$ cat src/rtl/d_sel_arb_if.sv
// d_sel_arb_if: request/grant bundle between the requesters and the
// select arbiter. "master" is the requester side, "slave" the arbiter side.
interface d_sel_arb_if;
    logic req_one;
    logic req_two;
    logic sel;
    logic grant_one;
    logic grant_two;
    logic busy;

    modport master (
        output req_one, req_two,
        input  sel, grant_one, grant_two, busy
    );

    modport slave (
        input  req_one, req_two,
        output sel, grant_one, grant_two, busy
    );
endinterface

$ cat src/rtl/d_sel_arb.sv
// d_sel_arb: two-requester arbiter producing the registered select and
// one-hot grants for the downstream 2:1 data selector.
// IDLE / G_ONE / G_TWO FSM with a minimum-dwell counter.
// Build option D_SEL_ARB_RR_EN: defined -> round-robin fairness,
// undefined -> fixed priority with channel one highest.
module d_sel_arb #(
    parameter int HOLD_CYCLES = 4,   // 1..255
    parameter int CNT_W       = 8    // 2**CNT_W > HOLD_CYCLES
) (
    input  logic        clk,
    input  logic        rst_n,
    d_sel_arb_if.slave  arb
);
    localparam logic [1:0] IDLE  = 2'd0;
    localparam logic [1:0] G_ONE = 2'd1;
    localparam logic [1:0] G_TWO = 2'd2;

    localparam logic [CNT_W-1:0] HOLD_LAST = CNT_W'(HOLD_CYCLES - 1);

    logic [1:0]       state, state_nxt;
    logic [CNT_W-1:0] cnt;
    logic             hold_done;
    logic             enter;
    logic             sel_q, grant_one_q, grant_two_q, busy_q;

`ifdef D_SEL_ARB_RR_EN
    // 1 = channel one served last; reset value points at TWO so ONE wins
    // the first tie.
    logic             last_one;
`endif

    assign hold_done = (cnt == HOLD_LAST);
    // A grant state is being entered from IDLE or from the other grant.
    assign enter     = (state_nxt != state) && (state_nxt != IDLE);

    // Next-state selection: dwell first, then fairness/priority.
    always_comb begin
        state_nxt = state;
        case (state)
            IDLE: begin
                if (arb.req_one && arb.req_two) begin
`ifdef D_SEL_ARB_RR_EN
                    state_nxt = last_one ? G_TWO : G_ONE;
`else
                    state_nxt = G_ONE;
`endif
                end else if (arb.req_one) begin
                    state_nxt = G_ONE;
                end else if (arb.req_two) begin
                    state_nxt = G_TWO;
                end
            end
            G_ONE: begin
                if (hold_done) begin
`ifdef D_SEL_ARB_RR_EN
                    if (arb.req_two)       state_nxt = G_TWO;
                    else if (!arb.req_one) state_nxt = IDLE;
`else
                    // Channel one keeps the selector while it still asks.
                    if (!arb.req_one)      state_nxt = arb.req_two ? G_TWO : IDLE;
`endif
                end
            end
            G_TWO: begin
                if (hold_done) begin
                    if (arb.req_one)       state_nxt = G_ONE;
                    else if (!arb.req_two) state_nxt = IDLE;
                end
            end
            default: state_nxt = IDLE;
        endcase
    end

    // State, dwell counter and registered outputs.
    always_ff @(posedge clk or negedge rst_n) begin
        if (!rst_n) begin
            state       <= IDLE;
            cnt         <= '0;
            sel_q       <= 1'b0;
            grant_one_q <= 1'b0;
            grant_two_q <= 1'b0;
            busy_q      <= 1'b0;
        end else begin
            state       <= state_nxt;
            if (enter)
                cnt <= '0;
            else if (state != IDLE && !hold_done)
                cnt <= cnt + 1'b1;
            // sel only moves on grant entry so it holds through IDLE.
            if (enter)
                sel_q <= (state_nxt == G_ONE);
            grant_one_q <= (state_nxt == G_ONE);
            grant_two_q <= (state_nxt == G_TWO);
            busy_q      <= (state_nxt != IDLE);
        end
    end

`ifdef D_SEL_ARB_RR_EN
    // Last-served pointer follows every grant entry.
    always_ff @(posedge clk or negedge rst_n) begin
        if (!rst_n)
            last_one <= 1'b0;
        else if (enter)
            last_one <= (state_nxt == G_ONE);
    end
`endif

    assign arb.sel       = sel_q;
    assign arb.grant_one = grant_one_q;
    assign arb.grant_two = grant_two_q;
    assign arb.busy      = busy_q;
endmodule

$ cat src/flat_wrapper.sv
// flat-port wrapper written by rule: the top's interface ports become plain ports
module d_sel_arb_flat 
#(
    parameter int HOLD_CYCLES = 4,            
    parameter int CNT_W       = 8                             
)
  (clk, rst_n, arb_req_one, arb_req_two, arb_sel, arb_grant_one, arb_grant_two, arb_busy);
  d_sel_arb_if arb_i ();
  input  logic clk;
  input  logic rst_n;
  input wire logic [$bits(arb_i.req_one)-1:0] arb_req_one;
  input wire logic [$bits(arb_i.req_two)-1:0] arb_req_two;
  output wire logic [$bits(arb_i.sel)-1:0] arb_sel;
  output wire logic [$bits(arb_i.grant_one)-1:0] arb_grant_one;
  output wire logic [$bits(arb_i.grant_two)-1:0] arb_grant_two;
  output wire logic [$bits(arb_i.busy)-1:0] arb_busy;
  assign arb_i.req_one = arb_req_one;
  assign arb_i.req_two = arb_req_two;
  assign arb_sel = arb_i.sel;
  assign arb_grant_one = arb_i.grant_one;
  assign arb_grant_two = arb_i.grant_two;
  assign arb_busy = arb_i.busy;
  d_sel_arb #(.HOLD_CYCLES(HOLD_CYCLES), .CNT_W(CNT_W)) u_core (.clk(clk), .rst_n(rst_n), .arb(arb_i));
endmodule
$ cat config.mk
export PLATFORM = sky130hd
export DESIGN_NAME = d_sel_arb_flat
export DESIGN_NICKNAME = d
export VERILOG_FILES = /design/src/rtl/d_sel_arb_if.sv /design/src/rtl/d_sel_arb.sv /design/src/flat_wrapper.sv
export SDC_FILE = /design/constraint.sdc
export NUM_CORES = 1
export LEC_CHECK = 0
export BUFFER_PORTS_ARGS = -buffer_cell sky130_fd_sc_hd__buf_2
export CAP_MARGIN = 20
export CORE_MARGIN = 3
export CORE_UTILIZATION = 50
export DETAILED_ROUTE_END_ITERATION = 16
export GPL_ROUTABILITY_DRIVEN = 0
export HOLD_SLACK_MARGIN = 0.03
export PLACE_DENSITY = 0.75
export SKIP_CTS_REPAIR_TIMING = 1
export SYNTH_ARGS = -nofsm -noshare
export SYNTH_HDL_FRONTEND = slang
export SYNTH_SLANG_ARGS = --single-unit
$ cat constraint.sdc
create_clock -name clk -period 4.1 [get_ports clk]
set_clock_uncertainty 0.05 [all_clocks]
set_input_delay 0.82 -clock clk [delete_from_list [all_inputs] [get_ports clk]]
set_output_delay 0.82 -clock clk [all_outputs]
set_load 0.01 [all_outputs]
==> reports/qor.csv <==
metric;value;unit
status;completed;
endpoints failing hold;0;
Total GRT Usage;14.83;%
Cells after Synth;66;
# port buffers;7;
Tmin final;1703;ps
area leader, netlist;dfrtp_1;
Total Die Area;1904;um2
Layout area overhead;11.13;%
storage element area;350.3;um2
Syn. warnings;0;
Multi-input gate area;344.1;um2
syn nets;71;
fin area;787.0;um2
worst hold path type;in -> async;
PD cells;636.6;nW/um2
CTS Buf Count;3;
DRT Wirelength;1194;um
CTS Sinks;14;
Vias/cell;5.820;
Die Width;43.64;um
layout net count;81;
Leak Pwr;0.3301;nW
Post-synth EDFFs;0;
Synth async-reset ratio;100.0;%
setup total negative slack;0;ps
clk_lat worst skew;280;ps
Initial Util;58.23;%
Root Buffer;clkbuf_4;
CTS tree;done;
reg2reg start;u_core.cnt[0]$_DFFE_PN0P_;
actual slew at the worst max-slew pin;423.1;ps
DP Cell Count;85;
placed instance area;750.7;um2
Worst R2R Path Depth;5;
clk buf depth;2;
Filler cells;100;
reg2reg end;u_core.cnt[1]$_DFFE_PN0P_;
first-pass GRT wire length;2118;um
Crit Path Category;reg -> reg;
Tot Pwr;0.0005010;W
Rows;12;
max cap viols;0;
initial antenna violation count;0;
drt wl/cell;13.42;um
Final setup viols;0;
Die Ht;43.64;um
CTS H-tree depth;1;
largest net degree at the start of global routing;15;
VDD IR max;0.3559;mV
RSZ-0062 raised after global routing;no;
Detailed Route Iter0 Violations;6;
origin of the worst setup path;u_core.cnt[0]$_DFFE_PN0P_;
FMAX;587.2;MHz
sequential fraction of the synthesis area;49.47;%
vias;518;
diodes inserted;0;
relative slew slack;71.79;%
CP arrival;1800;ps
layout cell share with drive strength beyond 1;21.33;%
total grt overflow;0;
DR pass1 iterations;4;
CP Capture Point;u_core.cnt[1]$_DFFE_PN0P_;
crit path capture type;flip-flop;
Final Max Tran Viols;0;
antenna-violating nets left;0;
number of I/O pins;8;
top_reg_cell synth;dfrtp_1;
Final Instance Count excl. Fillers;89;
Startpoint Class;flip-flop;
top cells by area, synth;dfrtp_1 49%, nor2_1 5.3%, xnor2_1 4.9%, a21oi_1 3.5%, nor4_4 3.0%;
Worst R2R Setup Slack;2400;ps
Max Fanout on Critical Path;4;
Netlist cell types;25;
top cell type's share of synthesized area;49.47;%
Yosys reg bits;14;
Period Utilization, post-route;41.54;%
Req. time, crit path;4200;ps
vias in the first global route;468;
synthesized area;708.2;um2
Clk pin slew, worst setup/hold paths;90;ps
post-route DRC violation count;0;
Syn Area/Cell;10.73;um2
dpl hpwl;898.4;um
core area;1216;um2
==> logic make-up (layout without fill, tap and decap cells) <==
logic type	count (synthesis)	after routing	synth area share [%]
simple gates	24	24	20.49
compound gates	17	17	17.49
flops	14	14	49.47
xor+xnor	6	6	7.420
buf+inv	3	12	1.943
fa+ha+maj	1	1	1.767
mux	1	1	1.413
==> registers in the layout, indices dropped and copies added, names as in the netlist <==
signal / count
u_core.arb.sel: 1
u_core.state: 2
u_core.arb.busy: 1
u_core.cnt: 8
u_core.arb.grant_two: 1
u_core.arb.grant_one: 1
==> metrics by stage <==
| stage | hold slack, ps | utilization [%] | setup slack, ps |
|---|---|---|---|
| after floorplan | 462.7 | - | 2556 |
| after global placement | 502.2 | 61.73 | 2348 |
| after detailed placement | 501.0 | 61.73 | 2304 |
| after CTS | 365.9 | 64.71 | 2405 |
| after global routing | 361.8 | 64.71 | 2289 |
| final | 359.1 | 64.71 | 2397 |
==> area by class of cell <==
class | instances | area share [%]
Tap cell | 14 | 2.226
Sequential cell | 14 | 44.52
Timing Repair Buffer | 7 | 4.452
Clock buffer | 4 | 4.610
Multi-Input combinational cell | 49 | 43.72
Inverter | 1 | 0.4769
==> report_power, final <==
group / internal [W] / total, W / leakage [nW] / switching (W)
Clock: 0.0000539 / 0.0000981 / 0.0210 / 0.0000442
Sequential: 0.000179 / 0.000223 / 0.173 / 0.0000444
Combinational: 0.0000775 / 0.000180 / 0.136 / 0.000103
Total: 0.000310 / 0.000501 / 0.330 / 0.000191
==> cell usage after synthesis, types with 2 or more instances <==
cell type / number
a21oi_1: 5
buf_2: 2
dfrtp_1: 14
nand2_1: 5
nor2_1: 10
nor3_1: 2
o2111ai_1: 2
o21ai_0: 4
o22ai_1: 2
xnor2_1: 4
xor2_1: 2
==> layout by cell type, fill, tap and decap left out <==
cell	synthesis	routed
nand2_1	5	5
clkbuf_4	0	3
nor4_4	1	1
clkbuf_8	0	1
a311o_1	1	1
o21ai_0	4	4
nor2_1	10	10
nand3_1	1	1
nor3b_1	1	1
nand2b_1	1	1
nand2_4	1	1
nor3b_2	1	1
ha_1	1	1
nor3_1	2	2
dfrtp_1	14	14
nor4b_2	1	1
o31a_1	1	1
o22ai_1	2	2
o211ai_4	1	1
mux2i_1	1	1
a2bb2oi_1	1	1
xor2_1	2	2
o2111ai_1	2	2
buf_2	2	7
xnor2_1	4	4
inv_1	1	1
a21oi_1	5	5
==> critical path: stages, from the launching register on <==
cell and delay (ps):
dfrtp_1 420, ha_1 240, nor3b_2 200, a21oi_1 390, mux2i_1 230, nor2_1 50
==> worst min path at each step <==
stage                                     from                          to  slack (ps)
floorplan            u_core.cnt[1]$_DFFE_PN0P_   u_core.cnt[1]$_DFFE_PN0P_         460
global placement    u_core.arb.sel$_DFFE_PN0P_  u_core.arb.sel$_DFFE_PN0P_         500
detailed placement   u_core.cnt[1]$_DFFE_PN0P_   u_core.cnt[1]$_DFFE_PN0P_         500
CTS                                      rst_n   u_core.cnt[6]$_DFFE_PN0P_         370
global route                             rst_n   u_core.cnt[6]$_DFFE_PN0P_         360
finish                                   rst_n   u_core.cnt[5]$_DFFE_PN0P_         360
==> per-layer routing <==
metal / vias to the layer above / global-route usage (%) / share of wire (%)
met5: - / 0 / 0
met4: 0 / 5.422 / 0.84
met3: 2 / 2.490 / 2.8
met2: 6 / 21.51 / 45
met1: 252 / 21.96 / 51
li1: 258 / - / -
Note: power is estimated with default switching activity, not from simulation.
